--- src/rtl/fb_blit.sv ---
// fb_blit: SDRAM framebuffer rectangle copy client on one shared-arbiter port.
// Each burst is read into a local buffer, then written word by word to the destination row.
module fb_blit #(
   parameter int AN    = 24,
   parameter int DN    = 16,
   parameter int BURST = 8,
   parameter int LS    = 480,
   parameter int XW    = 9,
   parameter int YW    = 9
) (
   input  logic          clkSYS,
   input  logic          n_reset,
   input  logic          start,
   input  logic [AN-1:0] src_addr,
   input  logic [AN-1:0] dst_addr,
   input  logic [XW-1:0] width,
   input  logic [YW-1:0] height,
   output logic          busy,
   output logic          done,
   input  logic [DN-1:0] mem_data,
   input  logic          mem_valid,
   output logic [AN-1:0] req_addr,
   output logic [DN-1:0] req_data,
   output logic          req,
   output logic          req_wr,
   input  logic          req_ack,
   output logic [2:0]    dbg_state
);
   localparam int BW = (BURST > 1) ? $clog2(BURST) : 1;
   localparam logic [XW:0]   C_BURST_X = (XW+1)'(BURST);
   localparam logic [XW:0]   C_ONE_X   = (XW+1)'(1);
   localparam logic [BW-1:0] C_LAST    = BW'(BURST-1);
   localparam logic [BW-1:0] C_ONE_B   = BW'(1);
   localparam logic [YW-1:0] C_ONE_Y   = YW'(1);
   localparam logic [AN-1:0] C_LS      = AN'(LS);

   typedef enum logic [2:0] {S_IDLE, S_RD_REQ, S_RD_DATA, S_WR, S_NEXT, S_FIN} state_t;

   state_t        r_state, w_next;
   logic [AN-1:0] r_src_row, r_dst_row;
   logic [XW:0]   r_x;
   logic [YW-1:0] r_y;
   logic [XW-1:0] r_w;
   logic [YW-1:0] r_h;
   logic [BW-1:0] r_rcnt, r_wcnt;
   logic [DN-1:0] r_buf [BURST];

   logic [XW:0]   w_rem, w_n, w_x_next;
   logic [YW-1:0] w_y_next;
   logic [AN-1:0] w_x_ext, w_wcnt_ext;
   logic          w_rd_last, w_wr_last, w_row_more, w_last_row;

   // Only min(BURST, width-x) buffered words are written, so partial bursts stay inside the region.
   assign w_rem      = {1'b0, r_w} - r_x;
   assign w_n        = (w_rem < C_BURST_X) ? w_rem : C_BURST_X;
   assign w_wr_last  = ({{(XW+1-BW){1'b0}}, r_wcnt} == (w_n - C_ONE_X));
   assign w_rd_last  = (r_rcnt == C_LAST);
   assign w_x_next   = r_x + C_BURST_X;
   assign w_row_more = (w_x_next < {1'b0, r_w});
   assign w_y_next   = r_y + C_ONE_Y;
   assign w_last_row = (w_y_next == r_h);
   assign w_x_ext    = {{(AN-XW-1){1'b0}}, r_x};
   assign w_wcnt_ext = {{(AN-BW){1'b0}}, r_wcnt};

   always_ff @(posedge clkSYS or negedge n_reset) begin
      if (!n_reset) r_state <= S_IDLE;
      else          r_state <= w_next;
   end

   // Handshake: req with req_addr/req_data/req_wr is held stable until a clock edge samples req_ack=1.
   always_comb begin
      w_next = r_state;
      case (r_state)
         S_IDLE:    if (start) w_next = ((width == '0) || (height == '0)) ? S_FIN : S_RD_REQ;
         S_RD_REQ:  if (req_ack) w_next = S_RD_DATA;
         S_RD_DATA: if (mem_valid && w_rd_last) w_next = S_WR;
         S_WR:      if (req_ack && w_wr_last) w_next = S_NEXT;
         S_NEXT:    w_next = (w_row_more || !w_last_row) ? S_RD_REQ : S_FIN;
         S_FIN:     w_next = S_IDLE;
         default:   w_next = S_IDLE;
      endcase
   end

   always_comb begin
      busy     = (r_state != S_IDLE) && (r_state != S_FIN);
      done     = (r_state == S_FIN);
      req      = (r_state == S_RD_REQ) || (r_state == S_WR);
      req_wr   = (r_state == S_WR);
      req_addr = '0;
      req_data = '0;
      if (r_state == S_RD_REQ) req_addr = r_src_row + w_x_ext;
      if (r_state == S_WR) begin
         req_addr = r_dst_row + w_x_ext + w_wcnt_ext;
         req_data = r_buf[r_wcnt];
      end
      dbg_state = r_state;
   end

   always_ff @(posedge clkSYS or negedge n_reset) begin
      if (!n_reset) begin
         r_src_row <= '0;
         r_dst_row <= '0;
         r_x       <= '0;
         r_y       <= '0;
         r_w       <= '0;
         r_h       <= '0;
         r_rcnt    <= '0;
         r_wcnt    <= '0;
         for (int i = 0; i < BURST; i++) r_buf[i] <= '0;
      end else begin
         case (r_state)
            S_IDLE: if (start) begin
               r_src_row <= src_addr;
               r_dst_row <= dst_addr;
               r_w       <= width;
               r_h       <= height;
               r_x       <= '0;
               r_y       <= '0;
               r_rcnt    <= '0;
               r_wcnt    <= '0;
            end
            S_RD_DATA: if (mem_valid) begin
               r_buf[r_rcnt] <= mem_data;
               r_rcnt        <= w_rd_last ? '0 : r_rcnt + C_ONE_B;
            end
            S_WR: if (req_ack) r_wcnt <= w_wr_last ? '0 : r_wcnt + C_ONE_B;
            S_NEXT: begin
               if (w_row_more) begin
                  r_x <= w_x_next;
               end else begin
                  r_x       <= '0;
                  r_y       <= w_y_next;
                  r_src_row <= r_src_row + C_LS;
                  r_dst_row <= r_dst_row + C_LS;
               end
            end
            default: ;
         endcase
      end
   end
endmodule

--- config.mk ---
export PLATFORM = sky130hd
export DESIGN_NAME = fb_blit
export DESIGN_NICKNAME = d
export VERILOG_FILES = /design/src/rtl/fb_blit.sv
export SDC_FILE = /design/constraint.sdc
export NUM_CORES = 1
export LEC_CHECK = 0
export ABC_AREA = 1
export BUFFER_PORTS_ARGS = -buffer_cell sky130_fd_sc_hd__buf_2
export CAP_MARGIN = 25
export CORE_MARGIN = 2
export CORE_UTILIZATION = 36
export DETAILED_ROUTE_END_ITERATION = 10
export GPL_TIMING_DRIVEN = 0
export PLACE_DENSITY = 0.58
export SYNTH_ARGS = -nofsm -noshare
export SYNTH_HDL_FRONTEND = slang
export SYNTH_SLANG_ARGS = --single-unit
--- constraint.sdc ---
create_clock -name clkSYS -period 7.5 [get_ports clkSYS]
set_input_delay 1.5 -clock clkSYS [delete_from_list [all_inputs] [get_ports clkSYS]]
set_output_delay 1.5 -clock clkSYS [all_outputs]
set_load 0.02 [all_outputs]
Yosys cells after proc, flatten, opt, wreduce, memory -nomap -nowiden. Index checks and enable logic that the tools add are counted.

Register bits: 222. Bits of input ports: 87. Output and inout bits: 47. Word-level logic and storage cells: 109.

Add/sub/neg operators: 11. $lt $le $gt $ge: 5. Equal/unequal tests: 16. Multiplexer cells: 36. Bitwise operators: 2. Reduce and logical (&&, ||, !) cells: 22.

Operators with widths (count): 24-bit 2-to-1 mux (6); 128-bit bitwise mux (1); 24-bit case mux with 2 select lines (2); 16-bit 2-to-1 mux (4); 24-bit by 10-bit adder with 24-bit output (2); 24-bit by 9-bit adder with 24-bit output (second input constant) (2); 16-bit binary-select mux with 3-bit select (1); 16-bit demux with 3-bit select (1); 3-bit 2-to-1 mux (11); 10-bit 2-to-1 mux (3); 24-bit by 3-bit adder with 24-bit output (1); 10-bit case mux with 2 select lines (1); 9-bit zero test (2); 9-bit 2-to-1 mux (2); 9-bit case mux with 2 select lines (1); 3-bit case mux with 5 select lines (1); 3-bit case mux with 2 select lines (2); 10-bit by 4-bit adder with 10-bit output (second input constant) (1); 3-bit by 10-bit == test with 1-bit output (1); 10-bit by 4-bit less-than comparator with 1-bit output (second input constant) (1); 10-bit by 9-bit less-than comparator with 1-bit output (1); 2-bit != test (second input constant) (5); 10-bit by 1-bit subtractor with 10-bit output (second input constant) (1); 9-bit by 10-bit subtractor with 10-bit output (1); 20 further kinds (38).

Longest topological paths before layout.
Depth in word-level cells: 8. Depth in mapped cells: 22. Gate-level depth less buffers: 22.

Worst setup path before layout. OpenSTA, ideal clock, no wires.

Path kind: register -> output. Start: reg r_wcnt[1]. End: out req_addr[21]. Arrival time: 2751 ps. Required time: 6000 ps. Slack: 3249 ps. Cell stages (with the launch flop): 16. Buffers on the path: 0. Cell sequence: dfrtp_1 ha_1 ha_1 inv_1 fa_1 inv_1 nand3_1 nand2_1 nand2_1 nand2_1 a21oi_1 o21ai_0 nand2_1 a21oi_1 a31oi_1 o21ai_0.

Word-level cells in the longest chain between the ends: 2.

RTL lines: start, declared (line 45) `logic [BW-1:0] r_rcnt, r_wcnt;`; start signal, assigned (line 126) `S_WR: if (req_ack) r_wcnt <= w_wr_last ? '0 : r_wcnt + C_ONE_B;`; 24-bit by 3-bit adder with 24-bit output (line 93) `req_addr = r_dst_row + w_x_ext + w_wcnt_ext;`; 24-bit 2-to-1 mux (line 92) `if (r_state == S_WR) begin`; end, declared (line 22) `output logic [AN-1:0] req_addr,`.

Every way passes these cells.

Final worst setup path.
Start: reg r_wcnt[0]. End: out req_addr[21].

Same word-level chain as after synthesis.

==> results by group <==
Clocking
  • Post-cts resize count: 0
  • CTS tree: yes
  • Clock Tree Buf Depth: 3
  • Post-CTS setup buffers: 0
  • CTS clk-pin slew, worst paths: 0.05 ns
  • CTS H-tree lvls: 1
  • Clock sinks: 219
  • Clk_lat worst skew: 0.55 ns
  • CTS Hold Bufs: 0
  • Number of CTS-inserted buffers: 26
  • Root Driver: clkbuf_16

Run
  • Max_cap viols: 0

Drt
  • DRC: 0
  • Avg WL per Cell: 17.4 um
  • Final wirelength: 40.3 mm
  • Initial DRT Pass Iterations: 5
  • Vias per cell: 5.20
  • ANT nets after route: 0
  • Initial DRC count: 843
  • Routed via count: 12063

Timing
  • RSZ-0062 raised after global routing: false
  • Worst-margin pin slew: 0.850 ns
  • Final slew viol count: 0
  • Clock Skew: 0.00845 ns
  • Final min period: 5.31 ns
  • Setup ws final: 2.19 ns
  • Slew HR: 0.433
  • Period utilization: 0.708
  • Tightest hold margin: 0.481 ns
  • Fmax: 188 MHz
  • Final Hold Viols: 0
  • Setup Total Neg Slack: 0 ns
  • # setup viols final: 0

Floorplanning
  • Core Area: 0.0346 mm^2
  • Initial Util: 0.367
  • Core Rows: 68
  • DIE HEIGHT: 192 um
  • Die area: 0.0368 mm^2
  • Die width: 192 um
  • Top Ports: 134

Logic synthesis
  • Yosys warnings: 0
  • Post-synthesis mux area share: 0
  • Post-Synth Simple-Gate Area: 0.234
  • Post-synth EDFFs: 0
  • Share of the yosys chip area belonging to registers: 0.431
  • Area share of fa/ha/maj cells after synthesis: 0.0498
  • Yosys reg bits: 219
  • Post-synth net total: 1821
  • Synth Area in Compound Gates: 0.190
  • Synth cell types: 48
  • Top post-synthesis cells by count: nand2_1, o21ai_0, dfrtp_1, nor2_1, inv_1
  • Mapped cell area: 0.0127 mm^2
  • XOR/XNOR Fraction of Synth Area: 0.0241
  • Main combinational cell family by area after synthesis: simple AND/OR/NAND/NOR gates
  • Top-count cell post-synth: nand2_1
  • Prevailing post-synth register cell: dfrtp_1
  • Yosys top cell area share: 0.431
  • Post-Syn Instances: 1684
  • Async S/R FF share, synth: 1.00
  • Synth top area cells: dfrtp_1, nand2_1, o21ai_0
  • Post-synthesis cell type with the largest combined area: dfrtp_1
  • Syn_area_per_cell: 7.54 um^2

Worst setup path
  • Data required, critical path: 6.00 ns
  • CP dominant cell by count: nand2_1
  • Delay of the slowest cell on the worst path: 0.59 ns
  • Arrival @ worst endpoint: 3.81 ns
  • Critical-path cell list: ha_1, ha_1, inv_1, fa_1, inv_1, nand3_1, nand2_1, nand2_1, nand2_1, a21oi_1, o21ai_0, nand2_1, a21oi_1, a31oi_1, o21ai_0, buf_2
  • Worst path bufs/invs: 3
  • Cell family with most CP delay: compound AO/OA/AOI/OAI gates
  • Kind of critical path: reg -> out
  • Crit start category: register
  • CP Capture Type: primary output
  • Slowest-stage cell, CP: dfrtp_1
  • Crit Path Max Fanout: 7

Placement
  • I/O Buffers: 133
  • Final GP Congestion: 0.930
  • Post-detail-place hpwl: 30.4 mm
  • Post-Place Worst Slack: 2.73 ns
  • Placed insts: 2274

Cells and area
  • # nets final: 1984
  • Post-Layout Cell Count: 2318
  • Area delta synth->final: 16.6%
  • Layout cell share with drive strength beyond 1: 0.121
  • Util after Layout: 0.428

Global route
  • Met1 Usage GRT: 0.287
  • GRT met3 Usage: 0.0322
  • Routing usage on met2: 0.386
  • First-pass GRT wire length: 64.5 mm
  • Gr ovfl total: 0
  • Initial antenna violation count: 0
  • Vias in the first global route: 12066
  • Total track usage: 0.223
  • Largest net degree at the start of global routing: 104
  • GRT Max-Usage Layer: met2

Hold path
  • Min-delay worst type: reg -> reg

Power
  • Lkg Pwr: 7.06 nW
  • PwrDens: 379 mW/mm^2
  • Maximum vdd drop: 0.216 mV

Outcome
  • Status: finished clean
## layer usage
layer / wire length (um) / share of wire / up-vias
met3: 2430 / 0.060 / 71
met4: 1130 / 0.028 / 0
met1: 17600 / 0.44 / 5689
met2: 19200 / 0.47 / 353
li1: - / - / 5950
met5: 0 / 0 / -
## cell usage in the layout (no fill, tap or decap), types with 4 or more instances in the layout
master     instances
clkinv_1           4
o22ai_1           33
nand3_1           60
dfrtp_1          219
nor2_2             4
nand3_2            6
buf_2            137
clkbuf_8           5
clkinv_2           5
a31oi_1           38
a21oi_1           41
xnor2_1           11
clkbuf_16         26
nor4_1             4
nor2_4             4
nand2_2           10
o21ai_0          268
inv_1            147
ha_1              49
xor2_1            24
nor3_1            13
inv_2              5
nand2_1          385
o21ai_1           31
o211ai_1          11
nor2_1           184
nor3_2             4
nand4_2            4
o32ai_1            4
nand4_1           20
clkbuf_1          71
## where the power goes
part	leakage, nW	internal (W)	switching, W
clock	0.403	0.000715	0.000512
sequential	2.88	0.00150	0.000270
combinational	3.78	0.000865	0.00175
total	7.06	0.00308	0.00254
## sequential cells by signal, indices dropped and copies added, names as in the netlist, 7 cells and up
signal and flops:
r_w 9, r_buf 128, r_dst_row 24, r_h 9
r_src_row 24, r_x 7, r_y 9
## final cells by class
type / count / area (um^2)
fillers: 3563 / 19800
multi-input cells: 1233 / 6330
flip-flops and latches: 219 / 5480
clock buffers: 36 / 738
repair buffers: 135 / 731
inverters: 156 / 586
well taps: 455 / 569
plain buffers: 76 / 312
clock inverters: 7 / 71.3
diodes: 1 / 2.50
## path summary, 6_finish.rpt
check,start,cells past startpoint,end,slack (ns)
worst max-delay path,r_wcnt[0]$_DFFE_PN0P_,16,req_addr[21],2.19
worst min-delay path,r_buf[102]$_DFFE_PN0P_,2,r_buf[102]$_DFFE_PN0P_,0.48
worst max register to register,r_x[3]$_DFFE_PN0P_,21,dbg_state[1]$_DFFE_PN0P_,4.33
worst min register to register,r_buf[102]$_DFFE_PN0P_,2,r_buf[102]$_DFFE_PN0P_,0.48
max in group asynchronous,n_reset,2,r_buf[120]$_DFFE_PN0P_,5.80
min in group asynchronous,n_reset,1,r_src_row[3]$_DFFE_PN0P_,0.83
## worst min-delay path: cells and delay by family (launching register included)
kind | cells | cell delay, ns
simple gates | 1 | 0.05
flops | 1 | 0.34
compound gates | 1 | 0.05
## logic make-up after synthesis
logic type / after synthesis
and+or+nand+nor: 702
AOI/OAI and AO/OA: 444
buffers and inverters: 232
DFF: 219
adders and majority gates: 50
xor gates and xnor gates: 35
other: 2
## per-stage QoR
| stage | area [um^2] | total power, W |
|---|---|---|
| floorplan | 12700 | 0.00357 |
| global placement | 13900 | 0.00435 |
| detailed placement | 14000 | 0.00439 |
| CTS | 14800 | 0.00565 |
| global route | 14800 | 0.00609 |
| finish | 14800 | 0.00561 |
Note: power is estimated with default switching activity, not from simulation.
